[src/rtl/pixel_scan_collector.sv]
// rtl/pixel_scan_collector.sv - raster pixel issue with fixed-latency hit capture into a framebuffer
module pixel_scan_collector #(
  parameter int H_RES    = 800,
  parameter int V_RES    = 600,
  parameter int PIPE_LAT = 8
) (
  input  logic        sysclk,
  input  logic        rst_n,
  input  logic        start,
  input  logic        pause,
  output logic [9:0]  pixel_x,
  output logic [9:0]  pixel_y,
  output logic        issue_valid,
  input  logic        hit_in,
  output logic        fb_we,
  output logic [18:0] fb_addr,
  output logic        fb_data,
  output logic        busy,
  output logic        frame_done
);

  typedef enum logic [1:0] {IDLE, ISSUE, DRAIN, DONE} state_t;

  localparam logic [9:0]  X_MAX     = 10'(H_RES - 1);
  localparam logic [9:0]  Y_MAX     = 10'(V_RES - 1);
  localparam logic [18:0] LAST_ADDR = 19'(H_RES * V_RES - 1);

  state_t      state, state_next;
  logic [9:0]  x, y;
  logic [18:0] addr;
  logic        last_pixel;

  logic [PIPE_LAT-1:0] dl_valid;
  logic [18:0]         dl_addr [PIPE_LAT];

  assign last_pixel = (x == X_MAX) && (y == Y_MAX);

  always_ff @(posedge sysclk or negedge rst_n) begin
    if (!rst_n) state <= IDLE;
    else        state <= state_next;
  end

  always_comb begin
    state_next  = state;
    issue_valid = 1'b0;
    busy        = 1'b0;
    frame_done  = 1'b0;
    case (state)
      IDLE: if (start) state_next = ISSUE;
      ISSUE: begin
        busy        = 1'b1;
        issue_valid = !pause;
        if (!pause && last_pixel) state_next = DRAIN;
      end
      DRAIN: begin
        busy = 1'b1;
        if (fb_we && fb_addr == LAST_ADDR) state_next = DONE;
      end
      DONE: begin
        frame_done = 1'b1;
        state_next = IDLE;
      end
      default: state_next = IDLE;
    endcase
  end

  // The final pixel does not advance the counters so pixel_x/pixel_y hold it through DRAIN.
  always_ff @(posedge sysclk or negedge rst_n) begin
    if (!rst_n) begin
      x    <= '0;
      y    <= '0;
      addr <= '0;
    end else if (state == IDLE && start) begin
      x    <= '0;
      y    <= '0;
      addr <= '0;
    end else if (issue_valid && !last_pixel) begin
      addr <= addr + 19'd1;
      if (x == X_MAX) begin
        x <= '0;
        y <= y + 10'd1;
      end else begin
        x <= x + 10'd1;
      end
    end
  end

  always_ff @(posedge sysclk or negedge rst_n) begin
    if (!rst_n) begin
      dl_valid <= '0;
      for (int i = 0; i < PIPE_LAT; i++) dl_addr[i] <= '0;
    end else begin
      for (int i = PIPE_LAT - 1; i > 0; i--) begin
        dl_valid[i] <= dl_valid[i-1];
        dl_addr[i]  <= dl_addr[i-1];
      end
      dl_valid[0] <= issue_valid;
      dl_addr[0]  <= addr;
    end
  end

  assign pixel_x = x;
  assign pixel_y = y;
  assign fb_we   = dl_valid[PIPE_LAT-1];
  assign fb_addr = dl_addr[PIPE_LAT-1];
  assign fb_data = hit_in;

endmodule

[config.mk]
export PLATFORM = sky130hd
export DESIGN_NAME = pixel_scan_collector
export DESIGN_NICKNAME = d
export VERILOG_FILES = /design/src/rtl/pixel_scan_collector.sv
export SDC_FILE = /design/constraint.sdc
export NUM_CORES = 1
export LEC_CHECK = 0
export BUFFER_PORTS_ARGS = -buffer_cell sky130_fd_sc_hd__buf_2
export CELL_PAD_IN_SITES_DETAIL_PLACEMENT = 1
export CELL_PAD_IN_SITES_GLOBAL_PLACEMENT = 1
export CORE_ASPECT_RATIO = 2
export CORE_MARGIN = 4
export CORE_UTILIZATION = 49
export DETAILED_ROUTE_END_ITERATION = 6
export PLACE_DENSITY = 0.86
export SYNTH_ARGS = -nofsm -noshare
export SYNTH_HDL_FRONTEND = slang
export SYNTH_SLANG_ARGS = --single-unit
[constraint.sdc]
create_clock -name sysclk -period 2.96 [get_ports sysclk]
set_clock_uncertainty 0.2 [all_clocks]
set_input_delay 0.148 -clock sysclk [delete_from_list [all_inputs] [get_ports sysclk]]
set_output_delay 0.148 -clock sysclk [all_outputs]
set_load 0.02 [all_outputs]
# After elaboration in Yosys (flattened, before gate mapping)
# Cells that the tools add are included.
[word_totals] regBits=201 output_inout_bits=44 elab_cells=53
[op_classes] add_sub_neg=3 n_eq_ne=9 n_mux=15 reduce_logical=13
[ops] operator="2-to-1 mux 10 bit" count=6
[ops] operator="2-to-1 mux 19 bit" count=2
[ops] operator="adder 10 x 1 -> 10 bit (second input constant)" count=2
[ops] operator="equality test 10 bit (second input constant)" count=2
[ops] operator="adder 19 x 1 -> 19 bit (second input constant)" count=1
[ops] operator="equality test 19 bit (second input constant)" count=1
[ops] operator="case mux 2 bit (4 select lines)" count=1
[ops] operator="2-to-1 mux 2 bit" count=3
[ops] operator="!= test 2 bit (second input constant)" count=3
[ops] operator="logical AND 1 bit" count=5
[ops] operator="equality test 2 bit (second input constant)" count=2
[ops] operator="nonzero test 2 bit" count=2
[ops] operator="2-to-1 mux 1 bit" count=3
[ops] operator="AND reduction 3 bit" count=1
[ops] operator="equality test 2 x 1 -> 1 bit (second input constant)" count=1
[ops] operator="logical NOT 1 bit" count=2
[ops] operator="logical NOT 2 bit" count=1
[ops] operator="AND reduction 2 bit" count=1
[ops] operator="OR reduction 2 bit" count=1

# Longest topological paths before layout
# Gate-level depths: netlist (run 1).
[depth] depth_word=6 mapped_depth=9

# Worst setup path before layout (run 1)
# OpenSTA, ideal clock, no wires.
[synth_path] path_kind="reg2reg" start="register x[6], in the netlist pixel_x[6]" end="register y[9], in the netlist pixel_y[9]" setup_time_ns=0.132 arrival_time_ns=2.027 required_time_ns=2.628 slack_ns=0.601 path_stages_with_launch=6 n_path_buf=0 period_less_slack_ns=2.359 cell_sequence="dfrtp_1 -> or4b_4 -> or4_4 -> nor4_2 -> xnor2_1 -> nor2_1"
[synth_via] elab_chain_cells=6 elab_cells_between_ends=7 cone_classes="eq/ne (1); reduce/logical (6)"
[synth_rtl] item="start: declaration" line_no="29" text="logic [9:0] x, y;"
[synth_rtl] item="start signal: assignment" line_no="83" text="x <= x + 10'd1;"
[synth_rtl] item="equality test 10 bit *" line_no="36, 79"
[synth_rtl] item="logical AND 1 bit" line_no="36" text="assign last_pixel = (x == X_MAX) && (y == Y_MAX);"
[synth_rtl] item="logical NOT 1 bit" line_no="77" text="end else if (issue_valid && !last_pixel) begin"
[synth_rtl] item="logical AND 1 bit" line_no="77"
[synth_rtl] item="nonzero test 2 bit (no line)"
[synth_rtl] item="AND reduction 2 bit (no line) *"
[synth_rtl] item="end signal: assignment" line_no="81" text="y <= y + 10'd1;"
[synth_rtl] item="end: declaration" line_no="29"
# Every way passes the cells marked *; elsewhere a longest branch is shown, timed or not.
# A chain may end at the register's enable or synchronous reset.

# Final worst setup path (run 1)
[layout_path] start="register x[7], in the netlist pixel_x[7]" end="register addr[11]"
[layout_via] elab_chain_cells=5
[layout_rtl] item="equality test 10 bit" line_no="36"
[layout_rtl] item="logical AND 1 bit" line_no="36"
[layout_rtl] item="logical NOT 1 bit" line_no="77"
[layout_rtl] item="logical AND 1 bit" line_no="77"
[layout_rtl] item="nonzero test 2 bit (no line)"
[layout_rtl] item="end signal: assignment" line_no="78" text="addr <= addr + 19'd1;"
[layout_rtl] item="end: declaration" line_no="30" text="logic [18:0] addr;"
# Every way passes these cells.

==> parameters.txt, run 1 <==
Parameter                              Value

Status
  Status    finished, final reports clean

Timing
  Hold violation count in the final report    0
  Final count of negative-setup-slack endpoints    0
  Slew headroom    47.7%
  RSZ-0062 raised after global routing    false
  Maximum clock frequency    367 MHz
  Max-slew violation count    0
  Share of the cycle needed by the critical path after routing    92.1%
  Final total negative setup slack    0 ns
  Least-Margin Pin Slew    0.784 ns
  Min cycle time layout    2.73 ns

Synth
  Synth Area per Inst    15.1 um^2
  #FFs+latches synth    201
  Count of flip-flops with a built-in enable after synthesis    0
  Syn Std Cell Area    0.00644 mm^2
  Synth async-reset ratio    100%
  Sequential area share after synthesis    78.1%
  Mapped Cells    426
  Dominant synthesized flop cell    sky130_fd_sc_hd__dfrtp_1
  Netlist cell types    46
  Synth Warn #    0
  Net count after synthesis    439

Floorplanning
  Floorplan die area    0.0152 mm^2
  Area of the core    0.0129 mm^2
  Die extent in y    170 um
  Horizontal die dimension    89.1 um
  Number of placed I/O pins    49
  Starting Density    49.9%
  Floorplan row count    59

Final layout
  Synth-to-Final Area Change    13.7%
  Final core utilization    56.7%
  Number of inserted filler cells in the final layout    1234
  Number of antenna diodes    0
  Fraction of layout cells with a size suffix above 1    18.0%
  Final net count    483

Routing
  Router iterations before antenna repair    4
  DRC violation count after routing    0
  Routed wire per std cell    20.7 um
  Vias    3467
  Total wire length    13100 um
  1st-iter DRT viols    164
  Mean number of vias per cell    5.50
  ANT nets after route    0

Placed design
  Gpl congestion    0.764
  Count of port buffers added during placement    46
  Half-perimeter wire length after detailed placement    8650 um

CTS
  Sink Count    201
  Max Buffers Root-to-Sink    3
  CTS Buf Count    18
  TritonCTS clock tree    built
  Post-CTS setup buffer count    0
  Buffer type at the clock tree root    sky130_fd_sc_hd__clkbuf_16
  Clock latency on the worst-skew pair    0.47 ns
  Count of H-tree levels built during CTS    1
  Post-cts gate resize count    0
  Clock slew at the register clock pins of the worst setup and hold paths    0.07 ns

Power and ir drop
  Reported leakage power    3.75 nW
  Largest vdd supply drop    0.000582 V
  Switching power share of the total    24.6%
  Comb pwr share    9.5%
  Reg power frac    52.0%
  Power Density    805 mW/mm^2
  Clock power frac    38.5%
  Design internal power    4.45 mW
  Sw power    1.45 mW

Global route
  Number of antenna violations at the first check in global routing    0
  Largest net degree at the start of global routing    103
  Tot GR Track Use    18.9%
  First-pass GRT wire length    21600 um
  Remaining global-route overflow    0
  Via count of the first global-routing pass    3940

Flow run
  Max-cap check violation count    0

Hold path
  Worst min-delay path class    in2out

Setup path
  Crit end category    flip-flop
  CP required    3.12 ns
  CP max stage delay    0.58 ns
  Family with the most delay on the worst path    compound AO/OA/AOI/OAI gates
  Startpoint kind of the worst setup timing path    flip-flop
  Data arrival, critical path    2.88 ns
  Setup Crit Path Kind    reg2reg
  Maximum fanout count along the critical path    15
  Worst path slowest cell    sky130_fd_sc_hd__or4b_4
  List of cells traversed by the critical path    or4b_4 -> nor3_2 -> a211o_1 -> o21ai_0 -> a21oi_1
  Number of buffer and inverter stages on the critical path    0
[cells in the mapped netlist, types with 2 or more instances]
| cell | number | area, um^2 |
|---|---|---|
| sky130_fd_sc_hd__nor4_2 | 2 | 25.0 |
| sky130_fd_sc_hd__o31ai_1 | 3 | 22.5 |
| sky130_fd_sc_hd__or3_1 | 10 | 62.6 |
| sky130_fd_sc_hd__mux2_2 | 2 | 22.5 |
| sky130_fd_sc_hd__nand3_1 | 15 | 75.1 |
| sky130_fd_sc_hd__xor2_1 | 10 | 87.6 |
| sky130_fd_sc_hd__o21ai_0 | 11 | 55.1 |
| sky130_fd_sc_hd__nand4_1 | 12 | 75.1 |
| sky130_fd_sc_hd__a21oi_1 | 17 | 85.1 |
| sky130_fd_sc_hd__nor4bb_1 | 2 | 20.0 |
| sky130_fd_sc_hd__dfrtp_1 | 201 | 5030 |
| sky130_fd_sc_hd__o21a_1 | 2 | 15.0 |
| sky130_fd_sc_hd__o211ai_1 | 2 | 15.0 |
| sky130_fd_sc_hd__buf_4 | 20 | 150 |
| sky130_fd_sc_hd__o2111ai_1 | 2 | 17.5 |
| sky130_fd_sc_hd__ha_1 | 8 | 100 |
| sky130_fd_sc_hd__clkbuf_1 | 7 | 26.3 |
| sky130_fd_sc_hd__buf_2 | 2 | 10.0 |
| sky130_fd_sc_hd__a221o_1 | 2 | 20.0 |
| sky130_fd_sc_hd__nand2_1 | 20 | 75.1 |
| sky130_fd_sc_hd__inv_1 | 8 | 30.0 |
| sky130_fd_sc_hd__xnor2_1 | 5 | 43.8 |
| sky130_fd_sc_hd__and3_1 | 5 | 31.3 |
| sky130_fd_sc_hd__or4_1 | 5 | 37.5 |
| sky130_fd_sc_hd__and2_1 | 2 | 12.5 |
| sky130_fd_sc_hd__a31oi_1 | 3 | 18.8 |
| sky130_fd_sc_hd__nor2_1 | 25 | 93.8 |
| sky130_fd_sc_hd__nor3_1 | 5 | 25.0 |
[final timing paths]
| path | start | endpoint | slack [ns] | depth (start not counted) |
|---|---|---|---|---|
| max in group asynchronous | rst_n | dl_valid[1] | 1.53 | 3 |
| min in group asynchronous | rst_n | pixel_y[6] | 0.13 | 2 |
| setup / recovery | pixel_x[7] | addr[11] | 0.23 | 5 |
| hold reg to reg | dl_addr[25] | fb_addr[6] | 0.14 | 0 |
| hold / removal | hit_in | fb_data | 0.1 | 0 |
| setup reg to reg | pixel_x[7] | addr[11] | 0.23 | 5 |
[cell usage in the layout (no fill, tap or decap), drive strengths merged, types with 10 or more instances in the layout]
master  instances
a21oi          17
buf            50
clkbuf         25
dfrtp         201
nand2          20
nand3          15
nand4          12
nor2           25
o21ai          11
or3            10
xor2           10
[layout make-up]
class                      count  area (um^2)  area share (%)
sequential                   201         5030            68.6
multi-input combinational    188         1200            16.3
clock buffer                  24          524            7.15
timing repair buffer          53          309            4.22
tap                          152          190            2.59
clock inverter                 4         48.8           0.666
inverter                       8         30.0           0.410
[metrics by stage]
step	power, mW	hold slack [ns]	instances	setup WS (ns)	area [um^2]
2_1_floorplan	3.41	-0.348	426	0.601	6440
3_3_place_gp	3.60	0.0710	600	0.475	6740
3_5_place_dp	3.68	0.0961	600	0.329	6740
4_1_cts	5.97	0.0961	630	0.236	7330
5_1_grt	6.17	0.0961	630	0.112	7330
6_report	5.90	0.0960	630	0.233	7330
[timing repair]
item | CTS | global route
hold buffers | 2 | 0
hold endpoints to repair | 102 | 0
setup endpoints to repair | 0 | 0
[power by group through the flow]
stage	clock, mW	combinational (mW)	sequential, mW
floorplan	0	0.320	3.09
global placement	0	0.518	3.08
finish	2.27	0.560	3.07
detailed placement	0	0.560	3.12
global route	2.46	0.624	3.09
CTS	2.33	0.573	3.07
[per-layer routing]
layer,wire length [um],track usage [%],up-vias
li1,-,-,1521
met1,4710,21.8,1863
met2,7690,35.5,64
met3,444,2.71,19
met4,221,4.99,0
met5,0,0,-
[registers in the layout (all words and copies together), names as in the netlist]
signal,flops
pixel_y,10
addr,19
fb_addr,19
dl_addr,133
dl_valid,8
pixel_x,10
state,2
[cell families after synthesis]
kind of cell | Yosys count | synth area share (%)
AO/OA/AOI/OAI | 50 | 5.01
XOR/XNOR | 15 | 2.04
adder cells (fa/ha/maj) | 8 | 1.55
buffers and inverters | 37 | 3.36
flip-flops | 201 | 78.1
multiplexers | 2 | 0.349
AND/OR/NAND/NOR | 113 | 9.63
[worst register-to-register path: cells and delay by family (launching register included)]
family	cells	cell delay, ns
compound gates	3	1.03
flops	1	0.44
simple gates	2	0.95
(Power assumes the default switching activity.)
==> run 2: changes to the inputs <==
Settings changed: CORE_UTILIZATION 49 to 45, PLACE_DENSITY 0.86 to 0.81.
==> run 2 against run 1 <==
- core utilization down 4.4 points
- count of clock-buffer cells in the layout fell by 1
- fmax rose by 4.7%
- critical path type unchanged
- critical endpoint unchanged
==> parameters.txt, run 2 (synthesis gave the netlist of run 1 again) <==
Parameter                              Value

Routing
  Mean number of vias per cell    5.09
  Routed wire per std cell    18.3 um
  ANT nets after route    0
  Total wire length    12200 um
  1st-iter DRT viols    160
  DRC violation count after routing    0
  Vias    3394
  Router iterations before antenna repair    4

Setup path
  List of cells traversed by the critical path    nor4bb_1 -> and3b_1 -> a211o_1 -> o21ai_0 -> a21oi_1
  Worst flop-to-flop path endpoint    addr[11]
  Crit end category    flip-flop
  Data arrival, critical path    2.79 ns
  CP required    3.15 ns
  Total stage count of the critical path    5
  Worst path slowest cell    sky130_fd_sc_hd__nor4bb_1
  Number of buffer and inverter stages on the critical path    0
  Family with the most delay on the worst path    simple AND/OR/NAND/NOR gates
  Depth of the worst register-to-register path    5
  Setup Crit Path Kind    reg2reg
  Maximum fanout count along the critical path    15
  Launching point of the worst reg2reg path    pixel_y[3]
  Startpoint kind of the worst setup timing path    flip-flop
  CP max stage delay    0.55 ns
  Setup slack of the worst register-to-register path    0.36 ns

Final layout
  Max FFs per register    133
  Synth-to-Final Area Change    13.5%
  Final core utilization    52.4%
  Number of inserted filler cells in the final layout    1382
  Reg with most FFs    dl_addr
  Most common cell after layout, fill and taps aside    sky130_fd_sc_hd__dfrtp_1
  Final net count    482
  Most used cells in the layout excluding fill and tap cells    sky130_fd_sc_hd__dfrtp_1 (201), sky130_fd_sc_hd__buf_2 (45), sky130_fd_sc_hd__nor2_1 (25), sky130_fd_sc_hd__nand2_1 (20)
  Final design area excluding fillers    0.00731 mm^2
  Number of antenna diodes    0
  Fraction of layout cells with a size suffix above 1    17.8%

Global route
  Tot GR Track Use    15.7%
  Remaining global-route overflow    0
  Number of antenna violations at the first check in global routing    0
  Largest net degree at the start of global routing    81
  First-pass GRT wire length    20200 um
  Via count of the first global-routing pass    3860

Timing
  Hold violation count in the final report    0
  Least-Margin Pin Slew    0.926 ns
  Final count of negative-setup-slack endpoints    0
  RSZ-0062 raised after global routing    false
  Share of the cycle needed by the critical path after routing    88.0%
  Maximum clock frequency    384 MHz
  Max-slew violation count    0
  Setup ws final    0.355 ns
  Min cycle time layout    2.60 ns
  Slew headroom    37.8%
  Final total negative setup slack    0 ns

Power and ir drop
  Largest vdd supply drop    0.000408 V
  Reported leakage power    3.72 nW
  Switching power share of the total    25.0%
  Reg power frac    54.1%
  Clock power frac    36.1%
  Design internal power    4.25 mW
  Comb pwr share    9.8%
  Power Density    776 mW/mm^2
  Sw power    1.42 mW

CTS
  Sink Count    201
  Buffer type at the clock tree root    sky130_fd_sc_hd__clkbuf_16
  Clock slew at the register clock pins of the worst setup and hold paths    0.07 ns
  Post-cts gate resize count    0
  # hold bufs at CTS    2
  Clock latency on the worst-skew pair    0.47 ns
  Max Buffers Root-to-Sink    3
  TritonCTS clock tree    built
  CTS Buf Count    17
  Count of H-tree levels built during CTS    1
  Post-CTS setup buffer count    0

Placed design
  Worst setup timing slack at the placement stage    0.374 ns
  Count of port buffers added during placement    46
  Gpl congestion    0.751
  Half-perimeter wire length after detailed placement    8140 um
  Instance area after placement    0.00678 mm^2

Floorplanning
  Horizontal die dimension    92.6 um
  Floorplan row count    61
  Number of placed I/O pins    49
  Starting Density    46.1%
  Die extent in y    177 um
  Area of the core    0.0140 mm^2
  Floorplan die area    0.0164 mm^2

Hold path
  Worst min-delay path class    in2async

Status
  Status    finished, final reports clean

Flow run
  Max-cap check violation count    0
-- run 2: cell types whose count changed in the layout (fill, tap and decap cells not counted) --
cell / previous run / this run
sky130_fd_sc_hd__clkbuf_1: 2 / 3
sky130_fd_sc_hd__clkbuf_16: 19 / 17
sky130_fd_sc_hd__bufinv_16: 1 / 0
sky130_fd_sc_hd__clkinvlp_4: 0 / 1
sky130_fd_sc_hd__clkinv_2: 2 / 3
-- run 2: layout make-up --
type                       instances  area, um^2  share of cell area [%]
sequential                       201        5030                    68.8
multi-input combinational        188        1200                    16.4
clock buffer                      23         478                    6.54
timing repair buffer              53         309                    4.23
inverter                           8        30.0                   0.411
clock inverter                     5        31.3                   0.428
tap                              189         236                    3.23
-- run 2: power groups by stage --
stage / combinational (mW) / clock, mW / sequential (mW)
after floorplan: 0.320 / 0 / 3.09
after global placement: 0.520 / 0 / 3.09
after detailed placement: 0.564 / 0 / 3.12
after CTS: 0.567 / 2.12 / 3.07
after global routing: 0.613 / 2.23 / 3.09
final: 0.555 / 2.05 / 3.07
-- run 2: routing by layer --
layer  global-route usage (%)  vias up  share of wire [%]
met1                     17.6     1790                 37
met4                     5.69        0                2.6
met3                     2.09       25                2.8
met2                     30.0       55                 57
met5                        0        -                  0
li1                         -     1524                  -
-- run 2: worst max-delay path by stage --
stage / slack, ns / startpoint / end
after detailed placement: 0.37 / pixel_x[0] / addr[13]
final: 0.36 / pixel_y[3] / addr[11]
after global routing: 0.19 / pixel_y[3] / addr[11]
after global placement: 0.48 / pixel_x[0] / addr[15]
after CTS: 0.34 / pixel_y[3] / addr[11]
after floorplan: 0.60 / pixel_x[6] / pixel_y[9]
-- run 2: through the flow --
step           power [mW]  hold WS (ns)  instances
2_1_floorplan        3.41        -0.348        426
3_3_place_gp         3.61      -0.00732        637
3_5_place_dp         3.68       0.00595        637
4_1_cts              5.76        0.0787        667
5_1_grt              5.93        0.0961        667
6_report             5.67        0.0540        667
